<file path="src/rtl/booth_mult_seq.sv">
// Iterative radix-2 Booth multiplier: one add/sub + arithmetic shift per clock,
// start/busy/done handshake, product held until the next accepted start.
module booth_mult_seq #(
  parameter int WIDTH = 4
) (
  input  logic                 clk,
  input  logic                 rst_n,
  input  logic                 start,
  input  logic                 signed_mode,
  input  logic [WIDTH-1:0]     multiplicand,
  input  logic [WIDTH-1:0]     multiplier,
  output logic                 busy,
  output logic                 done,
  output logic [2*WIDTH-1:0]   product
);

  localparam int E  = WIDTH + 1;
  localparam int CW = $clog2(E + 1);

  typedef enum logic [1:0] {IDLE, RUN, DONE} state_t;

  state_t             state_reg, state_next;
  logic [E:0]         a_reg, m_reg;
  logic [E-1:0]       q_reg;
  logic               qm1_reg;
  logic [CW-1:0]      cnt_reg;
  logic [2*WIDTH-1:0] product_reg;
  logic               busy_reg, done_reg;

  logic               load, step, finish;
  logic [E:0]         m_ext;
  logic [E-1:0]       q_ext;
  logic [E:0]         a_sum, a_shift;
  logic [E-1:0]       q_shift;
  logic               qm1_shift;

  // One extra sign bit beyond the E-bit operands keeps the most-negative cases exact.
  always_comb begin
    m_ext = signed_mode ? {{2{multiplicand[WIDTH-1]}}, multiplicand}
                        : {2'b00, multiplicand};
    q_ext = signed_mode ? {multiplier[WIDTH-1], multiplier}
                        : {1'b0, multiplier};
  end

  always_comb begin
    a_sum = a_reg;
    case ({q_reg[0], qm1_reg})
      2'b01:   a_sum = a_reg + m_reg;
      2'b10:   a_sum = a_reg - m_reg;
      default: a_sum = a_reg;
    endcase
    a_shift   = {a_sum[E], a_sum[E:1]};
    q_shift   = {a_sum[0], q_reg[E-1:1]};
    qm1_shift = q_reg[0];
  end

  always_comb begin
    state_next = state_reg;
    load       = 1'b0;
    step       = 1'b0;
    finish     = 1'b0;
    case (state_reg)
      IDLE: begin
        if (start) begin
          load       = 1'b1;
          state_next = RUN;
        end
      end
      RUN: begin
        step = 1'b1;
        if (cnt_reg == CW'(1)) begin
          finish     = 1'b1;
          state_next = DONE;
        end
      end
      DONE:    state_next = IDLE;
      default: state_next = IDLE;
    endcase
  end

  always_ff @(posedge clk) begin
    if (!rst_n) begin
      state_reg   <= IDLE;
      a_reg       <= '0;
      m_reg       <= '0;
      q_reg       <= '0;
      qm1_reg     <= 1'b0;
      cnt_reg     <= '0;
      product_reg <= '0;
      busy_reg    <= 1'b0;
      done_reg    <= 1'b0;
    end else begin
      state_reg <= state_next;
      busy_reg  <= (state_next == RUN);
      done_reg  <= (state_next == DONE);
      if (load) begin
        m_reg   <= m_ext;
        a_reg   <= '0;
        q_reg   <= q_ext;
        qm1_reg <= 1'b0;
        cnt_reg <= CW'(E);
      end else if (step) begin
        a_reg   <= a_shift;
        q_reg   <= q_shift;
        qm1_reg <= qm1_shift;
        cnt_reg <= cnt_reg - CW'(1);
      end
      // Product only updates on the final step, so it never glitches mid-operation.
      if (finish) product_reg <= {a_shift[WIDTH-2:0], q_shift};
    end
  end

  assign busy    = busy_reg;
  assign done    = done_reg;
  assign product = product_reg;

endmodule

</file>
<file path="config.mk">
export PLATFORM = sky130hd
export DESIGN_NAME = booth_mult_seq
export DESIGN_NICKNAME = d
export VERILOG_FILES = /design/src/rtl/booth_mult_seq.sv
export SDC_FILE = /design/constraint.sdc
export NUM_CORES = 1
export LEC_CHECK = 0
export CAP_MARGIN = 10
export CORE_MARGIN = 8
export CORE_UTILIZATION = 25
export DETAILED_ROUTE_END_ITERATION = 16
export PLACE_DENSITY = 0.43
export SLEW_MARGIN = 10
export SYNTH_ARGS = -nofsm -noshare
export SYNTH_HDL_FRONTEND = slang
export SYNTH_SLANG_ARGS = --single-unit
</file>
<file path="constraint.sdc">
create_clock -name clk -period 2.37 [get_ports clk]
set_clock_uncertainty 0.2 [all_clocks]
set_input_delay 0.474 -clock clk [delete_from_list [all_inputs] [get_ports clk]]
set_output_delay 0.474 -clock clk [all_outputs]
set_load 0.005 [all_outputs]
</file>
# Word level (Yosys, flattened, before mapping)
# Cells that the tools add are included.
# Widths: inputs -> output; s select.
dict set report totals {
  register_bits 32
  word_cells 38
  in_bits 12
}
dict set report classes {
  n_eq_ne 6
  n_reduce_logical 3
  mux 15
  bitwise_logic 1
  addsub 3
}
# operator n
set ops {}
lappend ops {{$mux 5} 3}
lappend ops {{$pmux 6 s2} 1}
lappend ops {{$add 6x6->6} 1}
lappend ops {{$eq 2x1->1 const B} 3}
lappend ops {{$mux 3} 2}
lappend ops {{$mux 6} 1}
lappend ops {{$sub 6x6->6} 1}
lappend ops {{$mux 1} 5}
lappend ops {{$eq 2x2->1 const B} 2}
lappend ops {{$mux 2} 2}
lappend ops {{$pmux 2 s2} 1}
lappend ops {{$eq 3x1->1 const B} 1}
lappend ops {{$sub 3x1->3 const B} 1}
lappend ops {{$logic_not 2->1} 1}
lappend ops {{$reduce_bool 2->1} 1}
lappend ops {{$reduce_or 2->1} 1}
lappend ops {{$not 1->1} 1}

# Depth between registers and ports, before layout
# Gate-level depths: netlist (run 1).
dict set report depth {
  depth_word 4
  ltp_mapped 10
  mapped_depth_nobuf 10
}

# Worst setup path before layout (run 1)
# No wires, ideal clock.
dict set report synth_path {
  path_kind {flip-flop to flip-flop}
  from {register m_reg[0]}
  to {register a_reg[4] (netlist name)}
  setup_ns 0.123
  path_slack_ns -0.086
  stages_incl_launch_ff 10
  t_arrival_ns 2.133
  path_cell_list {dfxtp_1 inv_1 ha_1 mux2i_1 ha_1 nor2b_1 o2111ai_1 a21oi_1 nor4_2 mux2_1}
}
dict set report synth_between {
  elab_chain_cells 2
  elab_cells_between_ends 3
  classes_between {2 x add/sub; 1 x mux}
}
# item line
set synth_lines {}
lappend synth_lines {{from (decl)} 23} ;# logic [E:0] a_reg, m_reg;
lappend synth_lines {{from (signal assigned)} 97} ;# m_reg <= m_ext;
lappend synth_lines {{$sub 6x6->6 / $add 6x6->6 (equally long branches)} {49, 48}}
lappend synth_lines {{$pmux 6 s2 *} 47} ;# case ({q_reg[0], qm1_reg})
# Mark *: on every way between the ends. The rest lies on a longest branch, timed or not.
# A chain may end at the register's enable or synchronous reset.

# Worst setup path after layout (run 1)
dict set report layout_path {
  from {register m_reg[0]}
  to {register a_reg[4] (netlist name)}
}
dict set report layout_between {
  elab_chain_cells 2
  elab_cells_between_ends 3
  classes_between {2 x add/sub; 1 x mux}
}
# item line
set layout_lines {}
lappend layout_lines {{$sub 6x6->6 / $add 6x6->6 (equally long branches)} {49, 48}}
lappend layout_lines {{$pmux 6 s2 *} 47}
# Marked as above.

==> results.cfg, run 1 <==
[outcome]
status = complete, but fails checks
violations = negative setup slack

[global_routing]
grt_pass1_wl_um = 6510
grt_max_degree = 14
grt-ovfl-total = 0
grt_pass1_vias = 1346
grtUsageTotal_pct = 9.41
antenna_found_initial = 0

[critical_path]
critical_path.max_fanout = 3
worstSetupPathType = flop to flop
cp-start-kind = flop
required_ns = 2.34
end_kind = flop
crit_arrival_ns = 2.38
crit_chain = buf_6 -> nor3_4 -> nor2_2 -> xnor2_1 -> ha_1 -> a21o_1 -> a21oi_2 -> a21oi_2 -> nor4_2 -> mux2_1
cp_slowest_cell = mux2_1
crit_top_cell = a21oi_2
cpPeakStageDelay_ns = 0.34

[final_layout]
finalNonFillerCells = 302
final_cell_area_um2 = 2190
diodes = 0
post-route-util_pct = 35.3
largest_reg_flops = 8
area_delta_synth_final_pct = 39.6
drive_above_1_share_pct = 24.0
nets = 246

[die]
die_w_um = 95.3
dieArea_um2 = 9080
start_util_pct = 25.3
num_rows = 29
chipHeight_um = 95.3
ios = 22
core-area_um2 = 6200

[logic_synthesis]
synth.area.top_cells = dfxtp_1 39%, ha_1 7.2%, a21oi_1 5.7%
syn_inst = 179
synth.distinct_cells = 39
ys.flop_type = dfxtp_1
synth_area_per_cell_um2 = 8.78
synth-edff-count = 0
syn_nets = 201
synth_top_cell_by_area = dfxtp_1
synth_top_area_share_pct = 39.5
ys_seq_elements = 31
yosysSeqAreaShare_pct = 39.5
async_flop_share_pct = 0
syn_area_um2 = 1570
synth.top_cells.by_count = 31 x dfxtp_1, 24 x nand2_1, 19 x nor2_1
synth_warnings = 0
synth.most_common_cell = dfxtp_1

[sta]
worst_pin_slew_ns = 0.483
max_freq_mhz = 415
finalWorstSetupSlack_ns = -0.0384
fin_crit_ns = 2.41
slew_headroom_pct = 67.8
rsz0062_at_grt = true
finalCritPeriodShare_pct = 102
drv_slew = 0
finalHoldViolCount = 0
finalSetupViolCount = 1

[place]
place_ws_ns = -0.0638
gp_congestion = 0.750
dp_hpwl_um = 2960
placed_area_um2 = 2010
port_buffers = 21
post-place-cells = 291

[power]
peakVddDrop_v = 0.000291
p_leak_nw = 0.851
power.density_nw_per_um2 = 647

[drt]
initialDrtViolationCount = 28
wire_per_inst_um = 13.0
ant_nets = 0
drcViolationCount = 0
totalWireLength_um = 3940
num_vias = 1355
drtPass1Iterations = 4
via_per_inst = 4.49

[clock_tree]
htree_levels = 2
cts_hold_buffers = 0
cts.sinks = 31
cts_made_buffers = 5
clk_pin_slew_ns = 0.07
clockBufferDepth = 2
clock-root-buffer = clkbuf_8
cts_tree = built
clock_latency_ns = 0.28

[hold_path]
min_path_type = flop to flop

[run]
max-cap-violations = 0
metrics by stage:
| stage | setup TNS, ns | power, W | hold WS [ns] |
|---|---|---|---|
| floorplan | 0 | 0.000834 | 0.236 |
| global placement | -0.0634 | 0.000975 | 0.252 |
| detailed placement | -0.0647 | 0.000973 | 0.255 |
| CTS | -0.0551 | 0.00140 | 0.265 |
| global route | -0.173 | 0.00152 | 0.281 |
| finish | -0.0384 | 0.00142 | 0.257 |
power by group:
part | leakage (nW) | switching (W) | internal, W
Combinational | 0.555 | 0.000202 | 0.000225
Sequential | 0.255 | 0.0000288 | 0.000556
Clock | 0.0412 | 0.000203 | 0.000205
routing by layer:
layer,share of wire (%),vias up,global-route usage (%),wire [µm]
li1,-,707,-,-
met1,48,629,11.4,1890
met2,47,12,14.8,1850
met3,3.4,7,2.76,132
met4,1.9,0,4.68,76
met5,0,-,0,0
placed cells by master, fill, tap and decap left out, drive strengths merged:
master	count
nand2	24
clkdlybuf4s50	21
clkinv	1
o2111ai	1
buf	23
nand2b	2
clkbuf	6
nor4	2
inv	12
and3	2
a31oi	2
and2b	1
clkinvlp	1
fa	1
or2b	1
a21oi	18
or3	1
a211oi	4
o221a	3
nor3	3
nor3b	3
nor2	20
o21a	1
nor2b	1
o211ai	1
dfxtp	31
nand3	3
a21o	2
ha	9
xor2	1
mux2i	9
o21ai	4
or2	2
a311oi	3
mux2	1
xnor2	5
area by class of cell:
type                            count  area, µm²
Fill cell                         645       4010
Clock buffer                        6       72.6
Multi-Input combinational cell    130        956
Sequential cell                    31        624
Inverter                           12       45.0
Clock inverter                      2       12.5
Timing Repair Buffer               44        387
Tap cell                           77       96.3
critical path, delay by kind of cell (launching register included):
kind	cells	cell delay [ns]
buffers and inverters	1	0.12
adder cells (fa/ha/maj)	1	0.29
flip-flops	1	0.33
AND/OR/NAND/NOR	3	0.44
XOR/XNOR	1	0.18
multiplexers	1	0.34
AO/OA/AOI/OAI	3	0.40
cell families (layout without fill, tap and decap cells):
kind of cell               after synthesis  after routing  share of synthesized area (%)
and+or+nand+nor                         65             65                           21.5
AOI/OAI and AO/OA                       39             39                           16.0
DFF                                     31             31                           39.5
buffers and inverters                   18             64                           4.78
adders and majority gates               10             10                           8.44
muxes                                   10             10                           6.45
xor gates and xnor gates                 6              6                           3.34
final timing paths:
check	depth (start not counted)	startpoint	endpoint	slack, ns
setup / recovery	10	m_reg[0]$_SDFFE_PN0P_	a_reg[4]$_SDFFE_PP0P_	-0.04
hold / removal	2	qm1_reg$_SDFFE_PP0P_	qm1_reg$_SDFFE_PP0P_	0.26
setup reg to reg	10	m_reg[0]$_SDFFE_PN0P_	a_reg[4]$_SDFFE_PP0P_	-0.04
hold reg to reg	2	qm1_reg$_SDFFE_PP0P_	qm1_reg$_SDFFE_PP0P_	0.26
repair_timing:
item | in CTS | in global routing
resized for setup | 4 | 11
pin swaps | 2 | 12
buffers inserted | 0 | 3
gates cloned | 0 | 0
endpoints found under the setup margin | 2 | 6
Power figures use the tool's default switching activity.
==> run 2, diff against run 1 <==
- CAP_MARGIN: 10 -> not set
==> results of run 2 <==
No change in the layout: final DEF, timing and power equal those of run 1.
==> run 3, diff against run 2 <==
- CORE_MARGIN: 8 -> 10
==> run 3 against run 2 <==
Net effect:
- the run now ends clean
- worst hold slack better by 0.0048 ns
- power increased by 4.4%
- global-route usage shrank 0.91 points
- cell count decreased by 0.33%
- largest power group unchanged
- die area grew 8.6%
- clock power is 14% higher
- wire length grew 0.74%
==> results.cfg, run 3 (synthesized netlist as in run 1, its figures left out) <==
[outcome]
status = complete, no violations

[final_layout]
mostFrequentLayoutCell = dfxtp_1
layout_common_cells = 27 x dfxtp_1, 24 x nand2_1, 24 x buf_4
largest_reg_flops = 8
nets = 247
area_delta_synth_final_pct = 40.5
final_cell_area_um2 = 2210
drive_above_1_share_pct = 26.5
diodes = 0

[place]
place_ws_ns = -0.0449
port_buffers = 21
dp_hpwl_um = 2950
placed_area_um2 = 2000
gp_congestion = 0.758

[clock_tree]
htree_levels = 2
clock-root-buffer = clkbuf_8
cts_made_buffers = 5
cts.sinks = 31
cts_hold_buffers = 0
clock_latency_ns = 0.28
clk_pin_slew_ns = 0.07
cts_tree = built
clockBufferDepth = 2

[sta]
max_freq_mhz = 426
rsz0062_at_grt = true
drv_slew = 0
finalWorstSetupSlack_ns = 0.0211
finalSetupViolCount = 0
worst_pin_slew_ns = 0.452
finalCritPeriodShare_pct = 99.1
fin_crit_ns = 2.35
finalHoldViolCount = 0
slew_headroom_pct = 69.9

[drt]
num_vias = 1365
drcViolationCount = 0
totalWireLength_um = 3970
via_per_inst = 4.53
ant_nets = 0
drtPass1Iterations = 4
initialDrtViolationCount = 35
wire_per_inst_um = 13.2

[die]
core-area_um2 = 6030
chipHeight_um = 99.3
num_rows = 28
die_w_um = 99.3
start_util_pct = 26.1
dieArea_um2 = 9860
ios = 22

[hold_path]
min_path_type = flop to flop

[global_routing]
grt_pass1_wl_um = 6800
grt_pass1_vias = 1375
antenna_found_initial = 0
grtUsageTotal_pct = 8.50
grt_max_degree = 14
grt-ovfl-total = 0

[power]
power.density_nw_per_um2 = 671
peakVddDrop_v = 0.000267
p_leak_nw = 0.870

[critical_path]
end_kind = flop
worstSetupPathType = flop to flop
required_ns = 2.34
critical_path.max_fanout = 6
cp-start-kind = flop
crit_arrival_ns = 2.32

[run]
max-cap-violations = 0
-- run 3: cell count changes in the layout (fill, tap and decap cells not counted), moves of 2 or more --
| cell | before | now |
|---|---|---|
| inv_2 | 0 | 3 |
| buf_4 | 22 | 24 |
| inv_1 | 12 | 9 |
| clkbuf_8 | 5 | 7 |
| dfxtp_4 | 0 | 2 |
-- run 3: power breakdown --
part	total [W]	internal (W)	switching, W
clock	0.000464	0.000265	0.000199
sequential	0.000588	0.000556	0.0000320
combinational	0.000431	0.000231	0.000200
total	0.00148	0.00105	0.000431
-- run 3: metrics by stage --
stage / instances / util [%] / hold slack, ns / total power (W) / setup TNS (ns)
3_3_place_gp: 289 / 33.3 / 0.249 / 0.000979 / -0.0224
6_report: 301 / 36.6 / 0.261 / 0.00148 / 0
2_1_floorplan: 179 / - / 0.236 / 0.000834 / 0
4_1_cts: 301 / 36.4 / 0.266 / 0.00150 / 0
5_1_grt: 301 / 36.6 / 0.301 / 0.00159 / -0.133
3_5_place_dp: 289 / 33.3 / 0.253 / 0.000976 / -0.0568
-- run 3: layout make-up --
type | instances | area [µm²]
flip-flops and latches | 31 | 631
clock buffers | 8 | 100
multi-input cells | 130 | 948
fillers | 674 | 3820
well taps | 75 | 93.8
repair buffers | 45 | 390
inverters | 12 | 45.0
-- run 3: worst max-delay path, stage by stage, from the launching register on --
cell and delay [ns]:
dfxtp_2 0.33, inv_2 0.05, ha_4 0.18, nor2_2 0.11, xnor2_1 0.14, ha_1 0.28
a21o_1 0.17, a21oi_2 0.15, a21oi_2 0.07, nor4_2 0.22, mux2_1 0.34
-- run 3: layer usage --
layer	global-route usage, %	vias to the layer above	wire length (µm)
li1	-	710	-
met4	3.31	0	49
met5	0	-	0
met3	2.84	5	148
met1	10.0	632	1830
met2	13.9	18	1940
-- run 3: worst paths after layout --
kind | slack (ns) | depth (start not counted) | endpoint | start
hold reg to reg | 0.26 | 2 | qm1_reg$_SDFFE_PP0P_ | qm1_reg$_SDFFE_PP0P_
setup / recovery | 0.02 | 10 | a_reg[4]$_SDFFE_PP0P_ | qm1_reg$_SDFFE_PP0P_
setup reg to reg | 0.02 | 10 | a_reg[4]$_SDFFE_PP0P_ | qm1_reg$_SDFFE_PP0P_
hold / removal | 0.26 | 2 | qm1_reg$_SDFFE_PP0P_ | qm1_reg$_SDFFE_PP0P_
-- run 3: timing repair --
action	4_1_cts	5_1_grt
resized for setup	16	5
pin swaps	11	4
setup buffers	4	0
setup endpoints to repair	2	6
